## src/rtl/pulpemu_rst_seq.sv

```systemverilog
// pulpemu_rst_seq: synchronises, debounces and masks reset requests, then sequences staggered domain reset release.
// Latency: src_i active -> rst_n_o low after 3 edges (plus DEBOUNCE_CYCLES when debounce is built in); sw_rst_req_i -> 1 edge.
// Backpressure: none; requests are sampled every cycle and all outputs are registered.
// Build option: define PULPEMU_RST_DEBOUNCE_EN to include the per-source debounce counters.
module pulpemu_rst_seq #(
  parameter int unsigned        NUM_SRC         = 2,
  parameter int unsigned        NUM_OUT         = 3,
  parameter logic [NUM_SRC-1:0] SRC_ACTIVE_LOW  = '1,
  parameter int unsigned        DEBOUNCE_CYCLES = 4,
  parameter int unsigned        STRETCH_CYCLES  = 10,
  parameter int unsigned        STAGGER_CYCLES  = 3
) (
  input  logic               ref_clk,
  input  logic               pad_reset,
  input  logic [NUM_SRC-1:0] src_i,
  input  logic [NUM_SRC-1:0] src_mask_i,
  input  logic               sw_rst_req_i,
  input  logic               cause_clr_i,
  output logic [NUM_OUT-1:0] rst_n_o,
  output logic               rst_done_o,
  output logic [NUM_SRC:0]   rst_cause_o
);

  // Terminal values for the stretch and stagger counters (count 0..N-1).
  localparam logic [15:0]        STRETCH_LAST = 16'(STRETCH_CYCLES - 1);
  localparam logic [7:0]         STAGGER_LAST = 8'(STAGGER_CYCLES - 1);
  localparam logic [NUM_OUT-1:0] ALL_REL      = '1;
  localparam logic [NUM_OUT-1:0] FIRST_REL    = NUM_OUT'(1);

  typedef enum logic [1:0] {
    ST_ASSERT  = 2'd0,
    ST_RELEASE = 2'd1,
    ST_RUN     = 2'd2
  } state_e;

  // ---------------------------------------------------------------------------
  // Request front end
  // ---------------------------------------------------------------------------
  logic [NUM_SRC-1:0] sync1_q;
  logic [NUM_SRC-1:0] sync2_q;
  logic [NUM_SRC-1:0] src_act;
  logic [NUM_SRC-1:0] qual_src;
  logic [NUM_SRC:0]   qual_vec;
  logic               any_req;

  // Two-flop synchroniser; reset parks each flop at its source's inactive level.
  always_ff @(posedge ref_clk) begin
    if (pad_reset) begin
      sync1_q <= SRC_ACTIVE_LOW;
      sync2_q <= SRC_ACTIVE_LOW;
    end else begin
      sync1_q <= src_i;
      sync2_q <= sync1_q;
    end
  end

  // Polarity-normalise (1 = requesting) and drop masked sources.
  always_comb begin
    src_act = (sync2_q ^ SRC_ACTIVE_LOW) & ~src_mask_i;
  end

`ifdef PULPEMU_RST_DEBOUNCE_EN
  localparam logic [7:0] DEB_MAX = 8'(DEBOUNCE_CYCLES);

  logic [7:0] deb_cnt_q [NUM_SRC];
  logic [7:0] deb_cnt_d [NUM_SRC];

  // Saturating run-length counter per source; any inactive sample clears it and drops the request at once.
  always_comb begin
    for (int i = 0; i < NUM_SRC; i++) begin
      deb_cnt_d[i] = '0;
      qual_src[i]  = 1'b0;
      if (src_act[i]) begin
        qual_src[i]  = (deb_cnt_q[i] == DEB_MAX);
        deb_cnt_d[i] = (deb_cnt_q[i] == DEB_MAX) ? deb_cnt_q[i] : deb_cnt_q[i] + 8'd1;
      end
    end
  end

  // Debounce counter registers.
  always_ff @(posedge ref_clk) begin
    for (int i = 0; i < NUM_SRC; i++) begin
      if (pad_reset) begin
        deb_cnt_q[i] <= '0;
      end else begin
        deb_cnt_q[i] <= deb_cnt_d[i];
      end
    end
  end
`else
  // Without debounce a synchronised, masked active sample qualifies immediately.
  always_comb begin
    qual_src = src_act;
  end

  // DEBOUNCE_CYCLES has no effect in this build.
  if (DEBOUNCE_CYCLES == 0) begin : g_debounce_unused
  end
`endif

  // Software request bypasses synchroniser and debounce; it sits above the sources in the cause vector.
  always_comb begin
    qual_vec = {sw_rst_req_i, qual_src};
    any_req  = |qual_vec;
  end

  // ---------------------------------------------------------------------------
  // Sequencer FSM
  // ---------------------------------------------------------------------------
  state_e             state_q, state_d;
  logic [15:0]        stretch_q, stretch_d;
  logic [7:0]         stagger_q, stagger_d;
  logic [NUM_OUT-1:0] rst_n_q, rst_n_d;
  logic               done_q, done_d;
  logic [NUM_OUT-1:0] rel_next;
  logic [NUM_SRC:0]   cause_q, cause_d;

  // State, counters and registered outputs.
  always_ff @(posedge ref_clk) begin
    if (pad_reset) begin
      state_q   <= ST_ASSERT;
      stretch_q <= '0;
      stagger_q <= '0;
      rst_n_q   <= '0;
      done_q    <= 1'b0;
      cause_q   <= '0;
    end else begin
      state_q   <= state_d;
      stretch_q <= stretch_d;
      stagger_q <= stagger_d;
      rst_n_q   <= rst_n_d;
      done_q    <= done_d;
      cause_q   <= cause_d;
    end
  end

  // Next-state: any request restarts ASSERT; idle stretch then thermometer release, one bit per stagger period.
  always_comb begin
    state_d   = state_q;
    stretch_d = stretch_q;
    stagger_d = stagger_q;
    rst_n_d   = rst_n_q;
    done_d    = done_q;
    // Shifting in ones keeps the release pattern monotonic from bit 0 upward.
    rel_next  = (rst_n_q << 1) | FIRST_REL;

    if (any_req) begin
      state_d   = ST_ASSERT;
      stretch_d = '0;
      stagger_d = '0;
      rst_n_d   = '0;
      done_d    = 1'b0;
    end else begin
      case (state_q)
        ST_ASSERT: begin
          rst_n_d = '0;
          done_d  = 1'b0;
          if (stretch_q == STRETCH_LAST) begin
            stretch_d = '0;
            stagger_d = '0;
            rst_n_d   = FIRST_REL;
            if (FIRST_REL == ALL_REL) begin
              state_d = ST_RUN;
              done_d  = 1'b1;
            end else begin
              state_d = ST_RELEASE;
            end
          end else begin
            stretch_d = stretch_q + 16'd1;
          end
        end
        ST_RELEASE: begin
          if (stagger_q == STAGGER_LAST) begin
            stagger_d = '0;
            rst_n_d   = rel_next;
            if (rel_next == ALL_REL) begin
              state_d = ST_RUN;
              done_d  = 1'b1;
            end
          end else begin
            stagger_d = stagger_q + 8'd1;
          end
        end
        ST_RUN: begin
          rst_n_d = ALL_REL;
          done_d  = 1'b1;
        end
        default: begin
          state_d = ST_ASSERT;
          rst_n_d = '0;
          done_d  = 1'b0;
        end
      endcase
    end
  end

  // Sticky cause: clear first, then OR in this cycle's requests so a same-cycle set survives the clear.
  always_comb begin
    cause_d = (cause_clr_i ? '0 : cause_q) | qual_vec;
  end

  assign rst_n_o     = rst_n_q;
  assign rst_done_o  = done_q;
  assign rst_cause_o = cause_q;

endmodule

```

## config.mk

```make
export PLATFORM = sky130hd
export DESIGN_NAME = pulpemu_rst_seq
export DESIGN_NICKNAME = d
export VERILOG_FILES = /design/src/rtl/pulpemu_rst_seq.sv
export SDC_FILE = /design/constraint.sdc
export NUM_CORES = 1
export LEC_CHECK = 0
export ABC_AREA = 1
export CAP_MARGIN = 25
export CORE_ASPECT_RATIO = 1.75
export CORE_UTILIZATION = 38
export DETAILED_ROUTE_END_ITERATION = 6
export SLEW_MARGIN = 20
export SYNTH_ARGS = -nofsm -noshare
export SYNTH_HDL_FRONTEND = slang
export SYNTH_SLANG_ARGS = --single-unit
```

## constraint.sdc

```tcl
create_clock -name ref_clk -period 2.6 [get_ports ref_clk]
set_input_delay 0.39 -clock ref_clk [delete_from_list [all_inputs] [get_ports ref_clk]]
set_output_delay 0.39 -clock ref_clk [all_outputs]
set_load 0.02 [all_outputs]
```

==> flow_summary.ini, run 1 <==
[routing]
wl_per_cell_um = 11.9
drcViolationCount = 0
vias_per_cell = 4.93
routed_wl_mm = 4.20
vias = 1737
ant_nets = 0
drtIter0Drc = 27
drt_pass1_iterations = 4

[cells_and_area]
drive_above_1_share_pct = 8.39
final_nets = 314
diodes = 0
layout_commonest_cell = nand2_1
final_cells = 352
area_growth_pct = 16.0
mostFrequentLayoutCells = 61 x nand2_1, 56 x nor2_1, 37 x dfxtp_1
design_area_um2 = 2240

[synthesis]
syn_area_um2 = 1930
synth_edf_count = 0
syn-instance-count = 279
ys_ff_latch = 37
synth_nets = 296
synth_ff_type = dfxtp_1
async_flop_share_pct = 0
synth.distinct_cells = 27
synth_top_cell_by_area = dfxtp_1
yosys_warnings = 0
seq_area_frac_synth_pct = 38.3
synth_top_area_share_pct = 38.3
synth.avg_cell_area_um2 = 6.93
netlist_top_cells_area = dfxtp_1 38%, nand2_1 12%, nor2_1 11%

[place]
dp.cells = 344
gp_congestion = 0.891
post-dp-hpwl_mm = 3.30
dpl_cell_area_um2 = 2120
pre_cts_ws_ns = 0.550
io_buffers = 14

[global_routing]
antenna_found_initial = 0
grt_pass1_vias = 1654
grt_util_all_layers_pct = 16.7
grt_max_degree = 14
grt_first_pass_wirelength_mm = 7.02
grt-ovfl-total = 0

[pwr]
leakagePower_nw = 0.872
peakVddDrop_uv = 408
finalPower_w = 0.00114
powerDensity_nw_per_um2 = 507

[clock_tree]
hold_buffers = 0
cts_sinks = 37
cts_resized = 0
clockBufferDepth = 2
cts_setup_buffers = 0
worstSkewPairLatency_ns = 0.29
path_clk_slew_ns = 0.07
htreeDepth = 2
cts_made_buffers = 5
cts_root_buf = clkbuf_8
tritoncts = yes

[floorplanning]
dieHeight_um = 96.4
initial_core_util_pct = 39.2
die_w_um = 55.9
die_area_um2 = 5390
core_um2 = 4930
ioPinCount = 15
rows = 34

[timing]
tightest_slew_ns = 0.425
min_period_ns = 1.92
hold_viol = 0
fmax_ghz = 0.521
slew_headroom_pct = 71.6
setup_viol = 0
fin_setup_tns_ns = 0
finalMaxSlewViolations = 0
worst_slack_ns = 0.679
skew_ns = 0.00982
rsz0062_at_grt = no
layout_worst_path_cycle_share_pct = 73.9

[hold_path]
whs_path_depth = 1
min_path_type = reg2reg

[run]
cap_violations = 0

[critical_path]
crit_path_start_kind = register
endpoint_kind = register
criticalPathCategory = reg2reg
arrival_ns = 2.11
cp_max_fo = 7
required_ns = 2.79
r2r_cells = 9

[run_status]
status = complete, no violations
## sequential cells by signal, indices dropped and copies added (netlist names)
signal	flops
sync2_q	2
sync1_q	2
rst_n_o	3
stretch_q	16
stagger_q	8
rst_cause_o	3
state_q	2
rst_done_o	1
## worst max-delay path, stage by stage, from the launching register on
cell and delay [ns]:
dfxtp_1 0.33, inv_1 0.19, ha_1 0.37, inv_2 0.10, nor3_4 0.27, nand2_1 0.17
nor2_2 0.16, nand2_1 0.09, nor2_1 0.10, nor2_1 0.05
## kinds of logic (layout without fill, tap and decap cells)
group | count (synthesis) | in the layout | synth area share [%]
AOI/OAI and AO/OA | 33 | 33 | 9.19
xor gates and xnor gates | 6 | 6 | 2.72
and+or+nand+nor | 156 | 156 | 36.1
adders and majority gates | 9 | 9 | 5.82
DFF | 37 | 37 | 38.3
buffers and inverters | 38 | 57 | 7.89
## where the power goes
part | internal (W) | total (W) | switching, W | leakage, nW
clock | 0.000312 | 0.000519 | 0.000207 | 0.0574
sequential | 0.000572 | 0.000575 | 0.00000278 | 0.300
combinational | 0.0000217 | 0.0000447 | 0.0000231 | 0.515
total | 0.000906 | 0.00114 | 0.000233 | 0.872
## layout make-up
class / count / area (µm²)
Fill cell: 493 / 2690
Multi-Input combinational cell: 204 / 1040
Tap cell: 54 / 67.6
Inverter: 34 / 128
Sequential cell: 37 / 741
Clock inverter: 2 / 37.5
Clock buffer: 6 / 82.6
Timing Repair Buffer: 15 / 148
## metrics by stage
| stage | hold slack, ns | utilization [%] |
|---|---|---|
| finish | 0.409 | 45.5 |
| CTS | 0.412 | 45.5 |
| detailed placement | 0.395 | 43.1 |
| floorplan | 0.389 | - |
| global route | 0.426 | 45.5 |
| global placement | 0.396 | 43.1 |
## synth_stat cells (2+ instances only)
cell / instances
dfxtp_1: 37
inv_2: 2
nand4_1: 5
or2_2: 5
xor2_1: 5
o21ai_0: 8
a21oi_1: 19
nand3_1: 13
nor3_1: 6
a31oi_1: 3
inv_1: 32
nand2_1: 61
nor2_1: 56
nor2_2: 2
nand3_2: 2
ha_1: 9
buf_2: 2
nor3b_1: 3
## final timing paths
path / start / to / slack (ns)
max: state_q[1]$_SDFFE_PP0P_ / stretch_q[12]$_SDFFE_PP0N_ / 0.68
min: sync1_q[0]$_SDFF_PP1_ / sync2_q[0]$_SDFF_PP1_ / 0.41
min reg2reg: sync1_q[0]$_SDFF_PP1_ / sync2_q[0]$_SDFF_PP1_ / 0.41
max reg2reg: state_q[1]$_SDFFE_PP0P_ / stretch_q[12]$_SDFFE_PP0N_ / 0.68
## routing by layer
metal  vias to the layer above  wire length (µm)  global-route usage, %
met1                       784              1630                   16.0
met2                        23              2330                   33.3
li1                        919                 -                      -
met4                         0               146                   9.96
met3                        11               101                   2.53
met5                         -                 0                      0
No activity file was read; power rests on OpenSTA's default activity.
==> run 2: changes to the inputs <==
- clock period: 2.6 -> 1.6 ns (I/O delays scaled with it)
==> flow_summary.ini, run 2 (synthesis gave the netlist of run 1 again) <==
[cells_and_area]
mostFrequentLayoutCells = 60 x nand2_1, 54 x nor2_1, 37 x dfxtp_1
drive_above_1_share_pct = 16.5
layout_commonest_cell = nand2_1
final_nets = 338
top_register = stretch_q
fillers = 507
largest_reg_flops = 16
final_cells = 375
diodes = 0
area_growth_pct = 24.9
final_core_util_pct = 49.0
final-seq-area_um2 = 741
largestRegisters = stretch_q x16, stagger_q x8
multi_input_area_um2 = 1070

[routing]
vias_per_cell = 4.92
routed_wl_mm = 4.45
drtIter0Drc = 27
drt-met1-wl_mm = 1.72
top_layer = met4
wl_met2_mm = 2.46
route.met3.wl_um = 71
vias = 1844
wl_per_cell_um = 11.9
drcViolationCount = 0
ant_nets = 0
drt_pass1_iterations = 4

[critical_path]
timing.rr.end = stretch_q[9]$_SDFFE_PP0N_
crit_slowest_cell = clkdlybuf4s50_1
endpoint_kind = output port
r2r_setup_slack_ns = 0.15
critical-path-top-delay-family = buffers and inverters
slowest_delay_ns = 0.62
criticalPathCategory = reg2out
crit_chain = clkdlybuf4s50_1
arrival_ns = 1.29
crit_path_start_kind = register
required_ns = 1.36
crit_path_end = rst_n_o[0]
worstReg2RegStart = state_q[1]$_SDFFE_PP0P_
path_depth = 1
r2r_cells = 8
worstPathBufferInverterCount = 1
cp_max_fo = 4
worstSetupStartpoint = rst_n_o[0]$_SDFFE_PP0P_

[timing]
hold_viol = 0
slew_headroom_pct = 72.0
rsz0062_at_grt = yes
skew_ns = 0.00699
finalMaxSlewViolations = 0
layout_worst_path_cycle_share_pct = 95.4
setup_viol = 0
tightest_slew_ns = 0.419
min_period_ns = 1.53
fmax_ghz = 0.655

[run]
cap_violations = 0

[pwr]
p_clk_share_pct = 39.3
peakVddDrop_uv = 593
power_frac_seq_pct = 55.7
leakagePower_nw = 0.975
switching_share_pct = 21.7
powerDensity_nw_per_um2 = 695
intPower_w = 0.00131
power_frac_comb_pct = 5.0
p_switching_w = 0.000364

[floorplanning]
core_um2 = 4930
dieHeight_um = 96.4
initial_core_util_pct = 39.2
rows = 34
ioPinCount = 15
die_area_um2 = 5390
die_w_um = 55.9

[global_routing]
grt_max_degree = 13
grt_pass1_vias = 1762
grt-ovfl-total = 0
grt_util_all_layers_pct = 18.3
grt_first_pass_wirelength_mm = 7.60
antenna_found_initial = 0

[run_status]
status = complete, no violations

[hold_path]
min_from = sync1_q[1]$_SDFF_PP1_
min_path_type = reg2reg

[clock_tree]
tritoncts = yes
htreeDepth = 2
cts_made_buffers = 5
hold_buffers = 0
cts_root_buf = clkbuf_8
cts_sinks = 37
worstSkewPairLatency_ns = 0.28
clockBufferDepth = 2
path_clk_slew_ns = 0.07
cts_setup_buffers = 0
cts_resized = 0

[place]
post-dp-hpwl_mm = 3.58
dp.cells = 368
gp_congestion = 0.916
io_buffers = 14
-- run 2: worst min path at each step --
stage | slack, ns | end | cells past startpoint
6_report | 0.41 | sync2_q[1]$_SDFF_PP1_ | 1
5_1_grt | 0.44 | sync2_q[1]$_SDFF_PP1_ | 1
4_1_cts | 0.42 | sync2_q[1]$_SDFF_PP1_ | 1
3_5_place_dp | 0.40 | sync2_q[1]$_SDFF_PP1_ | 1
3_3_place_gp | 0.39 | sync2_q[0]$_SDFF_PP1_ | 1
2_1_floorplan | 0.31 | rst_cause_o[0]$_SDFF_PP0_ | 1
-- run 2: metal layers --
metal  global-route usage, %  vias up
met5                       0        -
met4                    11.4        0
met3                    2.40       16
met2                    36.5       33
met1                    17.4      829
li1                        -      966
-- run 2: power groups by stage --
stage	logic, W	clock network [W]	registers (W)
global route	0.0000949	0.000719	0.000935
finish	0.0000838	0.000660	0.000935
CTS	0.0000844	0.000681	0.000935
detailed placement	0.0000842	0	0.000956
floorplan	0.0000360	0	0.000959
global placement	0.0000832	0	0.000956
-- run 2: layout make-up --
type                    count  area share, %
inverters                  34           5.28
well taps                  54           2.80
repair buffers             39           13.6
multi-input cells         204           44.1
clock buffers               7           3.57
flip-flops and latches     37           30.7
-- run 2: metrics by stage --
step	setup TNS, ns	hold slack [ns]	cell area [µm²]	total power (W)	setup slack (ns)
final	0	0.414	2420	0.00168	0.0733
after global routing	-0.0275	0.441	2420	0.00175	-0.0275
after CTS	0	0.418	2390	0.00170	0.0543
after detailed placement	0	0.400	2300	0.00104	0.0526
after global placement	0	0.390	2300	0.00104	0.0715
after floorplan	0	0.309	1930	0.000995	0.0402
==> run 3: changes to the inputs <==
- CAP_MARGIN: 25 -> not set
- CORE_UTILIZATION: 38 -> 50
- PLACE_DENSITY: not set -> 0.73
==> flow_summary.ini, run 3 (synthesis gave the netlist of run 1 again) <==
[run_status]
status = complete, no violations

[pwr]
powerDensity_nw_per_um2 = 720
finalPower_w = 0.00174
peakVddDrop_uv = 739
leakagePower_nw = 0.979

[cells_and_area]
top_register = stretch_q
diodes = 0
mostFrequentLayoutCells = 60 x nand2_1, 54 x nor2_1, 37 x dfxtp_1
largestRegisters = stretch_q x16, stagger_q x8
multi_input_area_um2 = 1070
fillers = 321
final-seq-area_um2 = 741
largest_reg_flops = 16
final_nets = 337
drive_above_1_share_pct = 17.1
area_growth_pct = 25.2
layout_commonest_cell = nand2_1
final_cells = 367

[routing]
wl_met2_mm = 2.55
top_layer = met4
ant_nets = 0
drcViolationCount = 0
vias_per_cell = 5.15
drtIter0Drc = 40
drt_pass1_iterations = 4
route.met3.wl_um = 145
wl_per_cell_um = 12.7
routed_wl_mm = 4.65
vias = 1889
drt-met1-wl_mm = 1.68

[floorplanning]
ioPinCount = 15
rows = 29
initial_core_util_pct = 52.8
die_w_um = 49.0
core_um2 = 3660
dieHeight_um = 84.3
die_area_um2 = 4130

[clock_tree]
path_clk_slew_ns = 0.07
htreeDepth = 2
tritoncts = yes
cts_made_buffers = 5
clockBufferDepth = 2
cts_sinks = 37
worstSkewPairLatency_ns = 0.29
cts_setup_buffers = 0
cts_root_buf = clkbuf_8

[timing]
worst_slack_ns = 0.0461
fin_setup_tns_ns = 0
min_period_ns = 1.55
finalMaxSlewViolations = 0
fmax_ghz = 0.644
setup_viol = 0
slew_headroom_pct = 76.3
tightest_slew_ns = 0.355
skew_ns = 0.00375
hold_viol = 0
layout_worst_path_cycle_share_pct = 97.1

[critical_path]
required_ns = 1.36
slowest_delay_ns = 0.64
endpoint_kind = output port
crit_chain = clkdlybuf4s50_1
crit_path_start_kind = register
crit_slowest_cell = clkdlybuf4s50_1
criticalPathCategory = reg2out
cp_max_fo = 4
arrival_ns = 1.31
worstPathBufferInverterCount = 1
critical-path-top-delay-family = buffers and inverters
r2r_setup_slack_ns = 0.11

[global_routing]
grt_first_pass_wirelength_mm = 7.91
grt-ovfl-total = 0
antenna_found_initial = 0
grt_pass1_vias = 1867
grt_max_degree = 13
grt_util_all_layers_pct = 25.2

[place]
pre_cts_ws_ns = 0.0464
io_buffers = 14
dp.cells = 359
gp_congestion = 0.949
post-dp-hpwl_mm = 3.65

[run]
cap_violations = 0

[hold_path]
min_path_type = reg2reg
[run 3: cell count changes in the layout (fill, tap and decap cells not counted)]
cell	change
clkbuf_1	-1
nor2_4	-1
ha_1	-1
nor2_2	+1
clkinv_2	+1
nor3_2	-1
nand3_1	-1
buf_4	-1
clkbuf_8	+1
nor3_1	+1
nand3_2	+1
ha_4	+1
[run 3: layout make-up]
cell class,instances,area share [%]
clock buffer,7,3.98
clock inverter,1,0.207
inverter,34,5.27
multi-input combinational,204,44.3
sequential,37,30.6
tap,46,2.38
timing repair buffer,38,13.2
[run 3: repair_timing]
action,in CTS,in global routing
resized for setup,0,8
endpoints found under the setup margin,0,17
hold buffers,0,0
hold endpoints to repair,0,0
[run 3: metal layers]
metal  vias to the layer above  GRT usage, %
met5                         -             0
met2                        52          47.0
li1                        966             -
met4                         0          18.4
met1                       848          23.6
met3                        23          4.71
[run 3: stage by stage]
step	area, µm²	hold slack [ns]	utilization [%]
floorplan	1930	0.309	-
global placement	2290	0.392	62.4
detailed placement	2290	0.397	62.4
CTS	2390	0.419	65.2
global route	2420	0.435	66.1
finish	2420	0.415	66.1
[run 3: report_power, final]
| group | internal, W | switching, W | leakage (nW) |
|---|---|---|---|
| clock | 0.000390 | 0.000336 | 0.0542 |
| sequential | 0.000930 | 0.00000399 | 0.300 |
| combinational | 0.0000429 | 0.0000418 | 0.625 |
[run 3: final timing paths]
path,startpoint,end,cells after the start
setup / recovery,rst_n_o[0]$_SDFFE_PP0P_,rst_n_o[0],1
hold / removal,sync1_q[0]$_SDFF_PP1_,sync2_q[0]$_SDFF_PP1_,1
setup reg to reg,state_q[0]$_SDFFE_PP0P_,state_q[0]$_SDFFE_PP0P_,8
hold reg to reg,sync1_q[0]$_SDFF_PP1_,sync2_q[0]$_SDFF_PP1_,1
